### config.mk
export PLATFORM = sky130hd
export DESIGN_NAME = mem_access_arbiter
export DESIGN_NICKNAME = d
export VERILOG_FILES = /design/src/rtl/mpu_pkg.sv /design/src/rtl/rr_arbiter2.sv /design/src/rtl/mem_access_arbiter.sv
export SDC_FILE = /design/constraint.sdc
export NUM_CORES = 1
export LEC_CHECK = 0
export CORE_MARGIN = 2
export CORE_UTILIZATION = 40
export DETAILED_ROUTE_END_ITERATION = 7
export PLACE_DENSITY = 0.78
export SLEW_MARGIN = 30
export SYNTH_ARGS = -nofsm -noshare
export SYNTH_HDL_FRONTEND = slang
export SYNTH_SLANG_ARGS = --single-unit
### constraint.sdc
create_clock -name iClk -period 3.4 [get_ports iClk]
set_clock_uncertainty 0.05 [all_clocks]
set_input_delay 0.68 -clock iClk [delete_from_list [all_inputs] [get_ports iClk]]
set_output_delay 0.68 -clock iClk [all_outputs]
set_load 0.05 [all_outputs]
### src/rtl/mpu_pkg.sv
`default_nettype none
// +--------------------------------------------------------------------+
// | mpu_pkg : shared memory-port constants and arbiter FSM encoding      |
// | Rev 1.0                                                             |
// +--------------------------------------------------------------------+
package mpu_pkg;

  localparam int MEM_ADDR_W = 16;
  localparam int MEM_DATA_W = 8;

  localparam logic [1:0] IDLE = 2'd0;
  localparam logic [1:0] ADDR = 2'd1;
  localparam logic [1:0] WAIT = 2'd2;
  localparam logic [1:0] DONE = 2'd3;

endpackage : mpu_pkg
`default_nettype wire

### src/rtl/rr_arbiter2.sv
`default_nettype none
// +--------------------------------------------------------------------+
// | rr_arbiter2 : two-way round-robin grant (bit0 = CPU, bit1 = loader) |
// | Rev 1.0                                                             |
// +--------------------------------------------------------------------+
module rr_arbiter2 (
  input  logic       iReqCpu,
  input  logic       iReqLd,
  input  logic       iLastLd,
  output logic [1:0] oGrant
);

  // On a tie the requester that was not served last wins.
  always_comb begin
    oGrant = 2'b00;
    if (iReqCpu && (!iReqLd || iLastLd)) begin
      oGrant = 2'b01;
    end else if (iReqLd) begin
      oGrant = 2'b10;
    end
  end

endmodule : rr_arbiter2
`default_nettype wire

### src/rtl/mem_access_arbiter.sv
`default_nettype none
// +--------------------------------------------------------------------+
// | mem_access_arbiter : CPU / loader sharing of one memory port        |
// | Rev 1.0                                                             |
// +--------------------------------------------------------------------+
module mem_access_arbiter
  import mpu_pkg::*;
#(
  parameter int ADDR_W      = MEM_ADDR_W,
  parameter int DATA_W      = MEM_DATA_W,
  parameter int WAIT_STATES = 1
) (
  input  logic              iClk,
  input  logic              iReset,
  input  logic              iCpuReq,
  input  logic              iCpuWe,
  input  logic [ADDR_W-1:0] iCpuAddr,
  input  logic [DATA_W-1:0] iCpuWdata,
  output logic              oCpuAck,
  output logic              oCpuStall,
  input  logic              iLdReq,
  input  logic              iLdWe,
  input  logic [ADDR_W-1:0] iLdAddr,
  input  logic [DATA_W-1:0] iLdWdata,
  output logic              oLdAck,
  output logic [DATA_W-1:0] oRdata,
  output logic              oMemEn,
  output logic              oMemWe,
  output logic [ADDR_W-1:0] oMemAddr,
  output logic [DATA_W-1:0] oMemWdata,
  input  logic [DATA_W-1:0] iMemRdata,
  output logic              oGrantCpu,
  output logic              oGrantLd,
  output logic              oBusy
);

  localparam logic [2:0] c_WAIT_LOAD = 3'(WAIT_STATES);

  logic [1:0]        r_state;
  logic [2:0]        r_waitCnt;
  logic              r_lastLd;
  logic              r_we;
  logic [ADDR_W-1:0] r_addr;
  logic [DATA_W-1:0] r_wdata;
  logic [DATA_W-1:0] r_rdata;
  logic              r_grantCpu;
  logic              r_grantLd;

  logic [1:0]        w_grant;
  logic              w_memActive;
  logic              w_lastCycle;

  rr_arbiter2 u_rr (
    .iReqCpu (iCpuReq),
    .iReqLd  (iLdReq),
    .iLastLd (r_lastLd),
    .oGrant  (w_grant)
  );

  assign w_memActive = (r_state == ADDR) || (r_state == WAIT);
  // Read data is only valid on the final access cycle.
  assign w_lastCycle = (WAIT_STATES == 0) ? (r_state == ADDR)
                                          : ((r_state == WAIT) && (r_waitCnt == 3'd1));

  always_ff @(posedge iClk or negedge iReset) begin
    if (!iReset) begin
      r_state    <= IDLE;
      r_waitCnt  <= 3'd0;
      r_lastLd   <= 1'b1;
      r_we       <= 1'b0;
      r_addr     <= '0;
      r_wdata    <= '0;
      r_rdata    <= '0;
      r_grantCpu <= 1'b0;
      r_grantLd  <= 1'b0;
    end else begin
      if (w_lastCycle && !r_we) begin
        r_rdata <= iMemRdata;
      end
      case (r_state)
        IDLE: begin
          if (|w_grant) begin
            r_grantCpu <= w_grant[0];
            r_grantLd  <= w_grant[1];
            r_lastLd   <= w_grant[1];
            r_we       <= w_grant[0] ? iCpuWe    : iLdWe;
            r_addr     <= w_grant[0] ? iCpuAddr  : iLdAddr;
            r_wdata    <= w_grant[0] ? iCpuWdata : iLdWdata;
            r_state    <= ADDR;
          end
        end
        ADDR: begin
          if (WAIT_STATES == 0) begin
            r_state <= DONE;
          end else begin
            r_waitCnt <= c_WAIT_LOAD;
            r_state   <= WAIT;
          end
        end
        WAIT: begin
          r_waitCnt <= r_waitCnt - 3'd1;
          if (r_waitCnt == 3'd1) begin
            r_state <= DONE;
          end
        end
        DONE: begin
          r_grantCpu <= 1'b0;
          r_grantLd  <= 1'b0;
          r_state    <= IDLE;
        end
        default: r_state <= IDLE;
      endcase
    end
  end

  // Memory strobes decode straight from state so a reset kills them at once.
  assign oMemEn    = w_memActive;
  assign oMemWe    = w_memActive & r_we;
  assign oMemAddr  = w_memActive ? r_addr  : '0;
  assign oMemWdata = w_memActive ? r_wdata : '0;

  assign oCpuAck   = (r_state == DONE) & r_grantCpu;
  assign oLdAck    = (r_state == DONE) & r_grantLd;
  assign oCpuStall = iCpuReq & ~oCpuAck;
  assign oRdata    = r_rdata;
  assign oGrantCpu = r_grantCpu;
  assign oGrantLd  = r_grantLd;
  assign oBusy     = (r_state != IDLE);

endmodule : mem_access_arbiter
`default_nettype wire

==> results of run 1 <==
metal layers:
metal  wire (µm)  part of all wire [%]  GRT usage [%]
met5           0                     0              0
met4          68                   1.1           6.84
met3         476                   7.8           6.67
met2        2950                    48           34.7
met1        2600                    43           23.5
layout make-up:
| cell class | count | area, µm² |
|---|---|---|
| timing repair buffer | 108 | 1070 |
| sequential | 41 | 1030 |
| multi-input combinational | 171 | 1060 |
| tap | 72 | 90.1 |
| fill | 509 | 2020 |
| clock buffer | 5 | 68.8 |
| clock inverter | 2 | 35.0 |
| inverter | 7 | 26.3 |
cells by family after synthesis:
group	Yosys count
AOI/OAI and AO/OA	87
adders and majority gates	6
muxes	11
and+or+nand+nor	67
buffers and inverters	26
DFF	41
state kept, by name (all words and copies together) (netlist names):
name and count:
oGrantCpu 1, oGrantLd 1, oRdata 8, r_addr 16, r_lastLd 1, r_state 2
r_waitCnt 3, r_wdata 8, r_we 1
worst max-delay path: stages (launching register included):
cell	delay, ns
dfrtp_1	0.38
inv_1	0.10
ha_1	0.31
buf_4	0.20
and2_1	0.15
clkdlybuf4s50_1	0.82
Yosys cell counts:
| cell type | instances | area, µm² |
|---|---|---|
| o21a_1 | 1 | 7.51 |
| clkbuf_1 | 7 | 26.3 |
| buf_6 | 1 | 11.3 |
| and2b_2 | 1 | 8.76 |
| dfstp_2 | 1 | 26.3 |
| nand2b_1 | 3 | 18.8 |
| nor2b_1 | 1 | 6.26 |
| o32a_1 | 1 | 10.0 |
| nor3b_4 | 1 | 18.8 |
| buf_4 | 1 | 7.51 |
| dfrtp_1 | 40 | 1000 |
| o22ai_1 | 1 | 6.26 |
| nor2_1 | 26 | 97.6 |
| ha_1 | 6 | 75.1 |
| a211o_1 | 1 | 8.76 |
| a21oi_1 | 28 | 140 |
| mux2i_1 | 2 | 20.0 |
| o21ai_0 | 26 | 130 |
| buf_2 | 10 | 50.1 |
| and2_1 | 27 | 169 |
| inv_1 | 7 | 26.3 |
| o21ai_2 | 1 | 8.76 |
| nand2_1 | 4 | 15.0 |
| nand2b_4 | 1 | 13.8 |
| nor3b_1 | 2 | 15.0 |
| mux2_2 | 9 | 101 |
| a22o_2 | 1 | 10.0 |
| nor3_1 | 1 | 5.00 |
| a31oi_1 | 27 | 169 |
per-stage QoR:
stage	utilization (%)	instance area, µm²	setup WS [ns]	hold WS, ns	instances
after CTS	62.3	3370	0.390	0.462	405
after global routing	62.6	3380	0.291	0.349	406
final	62.6	3380	0.422	0.311	406
after floorplan	-	2200	0.934	0.334	238
after detailed placement	60.4	3260	0.736	0.444	398
after global placement	60.3	3260	0.792	0.437	398
worst max path at each step:
stage,startpoint,slack (ns),depth (start not counted),endpoint
after floorplan,r_state[0]$_DFFE_PN0P_,0.93,4,oMemAddr[0]
after global placement,r_state[0]$_DFFE_PN0P_,0.79,5,oMemWdata[3]
after detailed placement,r_state[1]$_DFFE_PN0P_,0.74,5,oMemWdata[1]
after CTS,r_state[0]$_DFFE_PN0P_,0.39,5,oMemWdata[1]
after global routing,r_state[0]$_DFFE_PN0P_,0.29,5,oMemWdata[1]
final,r_state[0]$_DFFE_PN0P_,0.42,5,oMemWdata[1]
==> impl_metrics.ini, run 1 <==
[yosys]
syn_area_mm2 = 0.00220
synthMuxAreaShare_pct = 5.51
yosys.area_share.adder_pct = 3.41
synth_fp_nets = 306
synth-compound-area-share_pct = 22.3
yosysWarnings = 0
synth_xor_area_share_pct = 0
synth_top_family_by_area = compound AO/OA/AOI/OAI gates
synth-simple-area-share_pct = 16.7
avgSynthCellArea_um2 = 9.26
yosysUniqueCellTypes = 29
ys_ff_latch = 41
syn_inst = 238
seq_area_frac_synth_pct = 46.6

[detailed_routing]
first_pass_iters = 4
viasPerCell = 5.15
drc = 0
final_antenna_net_count = 0
drt_iter0_markers = 97
vias = 2091
wl_um = 6090
wl_per_cell_um = 15.0

[layout]
nets = 402
area_growth_pct = 53.5
final_cell_mix = 98 x clkdlybuf4s50_1, 40 x dfrtp_1, 28 x a21oi_1, 27 x and2_1, 27 x a31oi_1
layout_commonest_cell = clkdlybuf4s50_1
antenna_cells = 0
drive_gt1_share_pct = 9.58

[timing]
slew_violations = 0
setup_viol = 0
tns_ns = 0
fmax_mhz = 336
slew_headroom_pct = 56.3
rsz0062_at_grt = false
fin_crit_sh_pct = 87.6
max_slew.worst_pin.slew_ns = 0.653
period_needed_ns = 2.98
final_hold_viol_count = 0

[cts]
htreeDepth = 2
clk-insertion-delay-late_ns = 0.29
root_buffer = clkbuf_8
cts_tree = done
holdBufCountCts = 0
cts-resized-gates = 0
clkSlewWorstSetupHoldPaths_ns = 0.08
cts_setup_buffers = 0
cts_buffers = 5
cts_sinks = 41
clock_path_buffers = 2

[setup_path]
start_kind = flop
crit_arrival_ns = 2.25
r2r_slack_ns = 1.40
reg2reg_depth = 6
r2r-start = r_state[0]$_DFFE_PN0P_
timing.rr.end = r_addr[10]$_DFFE_PN0P_
critical_path_required_ns = 2.67
worstSetupPathType = flop to output port
worst-path-max-fanout = 17
end_kind = output port

[floorplanning]
chipHeight_um = 78.2
die_x_um = 78.2
io_pins = 102
core_area_mm2 = 0.00541
die_area_mm2 = 0.00612
rows = 27
start_util_pct = 40.8

[placed_design]
dp_hpwl_um = 4230
place.gp.congestion = 0.805
io_buffers = 101

[grt]
grt-ovfl-total = 0
antenna_found_initial = 0
grtUsageTotal_pct = 20.1
grt_pass1_wl_um = 9460
grt_max_degree = 42
grt_pass1_vias = 2018

[outcome]
status = complete, no violations

[hold_path]
hp-class = primary input to async pin

[flow_run]
cap_violations = 0
Power of run 1 is not shown: default switching activity piles up to over one toggle a cycle in this logic, so the estimate is an artifact.
==> run 2: changes to the inputs <==
- GPL_TIMING_DRIVEN: not set -> 0
==> impl_metrics.ini, run 2 (same netlist as run 1, synthesis figures left out) <==
[setup_path]
critical_path_required_ns = 2.67
reg2reg_depth = 7
timing.rr.end = r_we$_DFFE_PN0P_
end_kind = output port
start_kind = flop
worstSetupPathType = flop to output port
worst-path-max-fanout = 10
r2r_slack_ns = 1.60
crit_arrival_ns = 2.51
r2r-start = r_state[1]$_DFFE_PN0P_

[floorplanning]
rows = 27
start_util_pct = 40.8
io_pins = 102
die_x_um = 78.2
chipHeight_um = 78.2
core_area_mm2 = 0.00541
die_area_mm2 = 0.00612

[cts]
cts_setup_buffers = 0
clkSlewWorstSetupHoldPaths_ns = 0.08
root_buffer = clkbuf_8
htreeDepth = 2
clk-insertion-delay-late_ns = 0.29
clock_path_buffers = 2
cts_sinks = 41
cts_tree = done
cts-resized-gates = 1
cts_buffers = 5
holdBufCountCts = 0

[grt]
grt_pass1_wl_um = 9900
grt_pass1_vias = 2136
antenna_found_initial = 0
grt-ovfl-total = 0
grtUsageTotal_pct = 20.5
grt_max_degree = 28

[timing]
fin_crit_sh_pct = 95.4
period_needed_ns = 3.24
setup_slack_ns = 0.156
slew_headroom_pct = 64.4
fmax_mhz = 308
final_hold_viol_count = 0
tns_ns = 0
rsz0062_at_grt = false
setup_viol = 0
slew_violations = 0
max_slew.worst_pin.slew_ns = 0.533

[layout]
antenna_cells = 0
drive_gt1_share_pct = 10.4
nets = 414
layout_commonest_cell = clkdlybuf4s50_1
area_growth_pct = 54.9
final_cells = 418
final_cell_mix = 98 x clkdlybuf4s50_1, 40 x dfrtp_1, 28 x a21oi_1, 27 x and2_1, 27 x a31oi_1
top_register = r_addr
largest_reg_flops = 16

[flow_run]
cap_violations = 0

[hold_path]
hp-class = primary input to async pin

[detailed_routing]
top_layer_used = met4
wl_met1_um = 2670
wl_um = 6280
drc = 0
wl_met3_um = 587
wl_per_cell_um = 15.0
wl_met2_um = 2960
viasPerCell = 5.20
first_pass_iters = 4
vias = 2172
drt_iter0_markers = 118
final_antenna_net_count = 0

[placed_design]
dp_hpwl_um = 4600
placedCellCount = 411
dp_slack_ns = -0.0464
io_buffers = 100
place.gp.congestion = 0.844

[outcome]
status = complete, no violations
run 2: cell count changes in the layout (fill, tap and decap cells not counted), sizes merged:
cell,delta
dlygate4sd2,+1
clkbuf,+7
buf,+4
run 2: worst max-delay path by stage:
| stage | slack, ns | depth (start not counted) | from | end |
|---|---|---|---|---|
| 3_3_place_gp | -0.03 | 5 | iCpuReq | oCpuStall |
| 4_1_cts | 0.14 | 5 | r_state[1]$_DFFE_PN0P_ | oMemAddr[15] |
| 2_1_floorplan | 0.93 | 4 | r_state[0]$_DFFE_PN0P_ | oMemAddr[0] |
| 3_5_place_dp | -0.05 | 5 | iCpuReq | oCpuStall |
| 6_report | 0.16 | 5 | r_state[1]$_DFFE_PN0P_ | oMemAddr[15] |
| 5_1_grt | 0.01 | 5 | r_state[1]$_DFFE_PN0P_ | oMemWdata[7] |
run 2: layer usage:
metal	GRT usage [%]	vias up
met5	0	-
met4	5.44	0
met3	7.36	7
met2	33.2	111
met1	26.2	1011
li1	-	1043
run 2: area by class of cell:
class / instances / area (µm²)
fillers: 475 / 1990
well taps: 72 / 90.1
plain buffers: 19 / 95.1
flip-flops and latches: 41 / 1030
clock buffers: 5 / 68.8
multi-input cells: 171 / 1050
clock inverters: 2 / 35.0
repair buffers: 101 / 1010
inverters: 7 / 26.3
run 2: worst max-delay path, stage by stage, from the launching register on:
cell	delay [ns]
dfrtp_1	0.41
inv_1	0.09
ha_1	0.36
clkbuf_1	0.35
and2_1	0.19
clkdlybuf4s50_1	0.82
run 2: per-stage QoR:
stage	hold WS, ns	util [%]	instance area, µm²
finish	0.238	63.1	3410
global route	0.254	63.1	3410
CTS	0.245	63.1	3410
detailed placement	0.445	61.2	3310
global placement	0.437	60.9	3290
floorplan	0.334	-	2200
Power of run 2 is left out for the same reason.
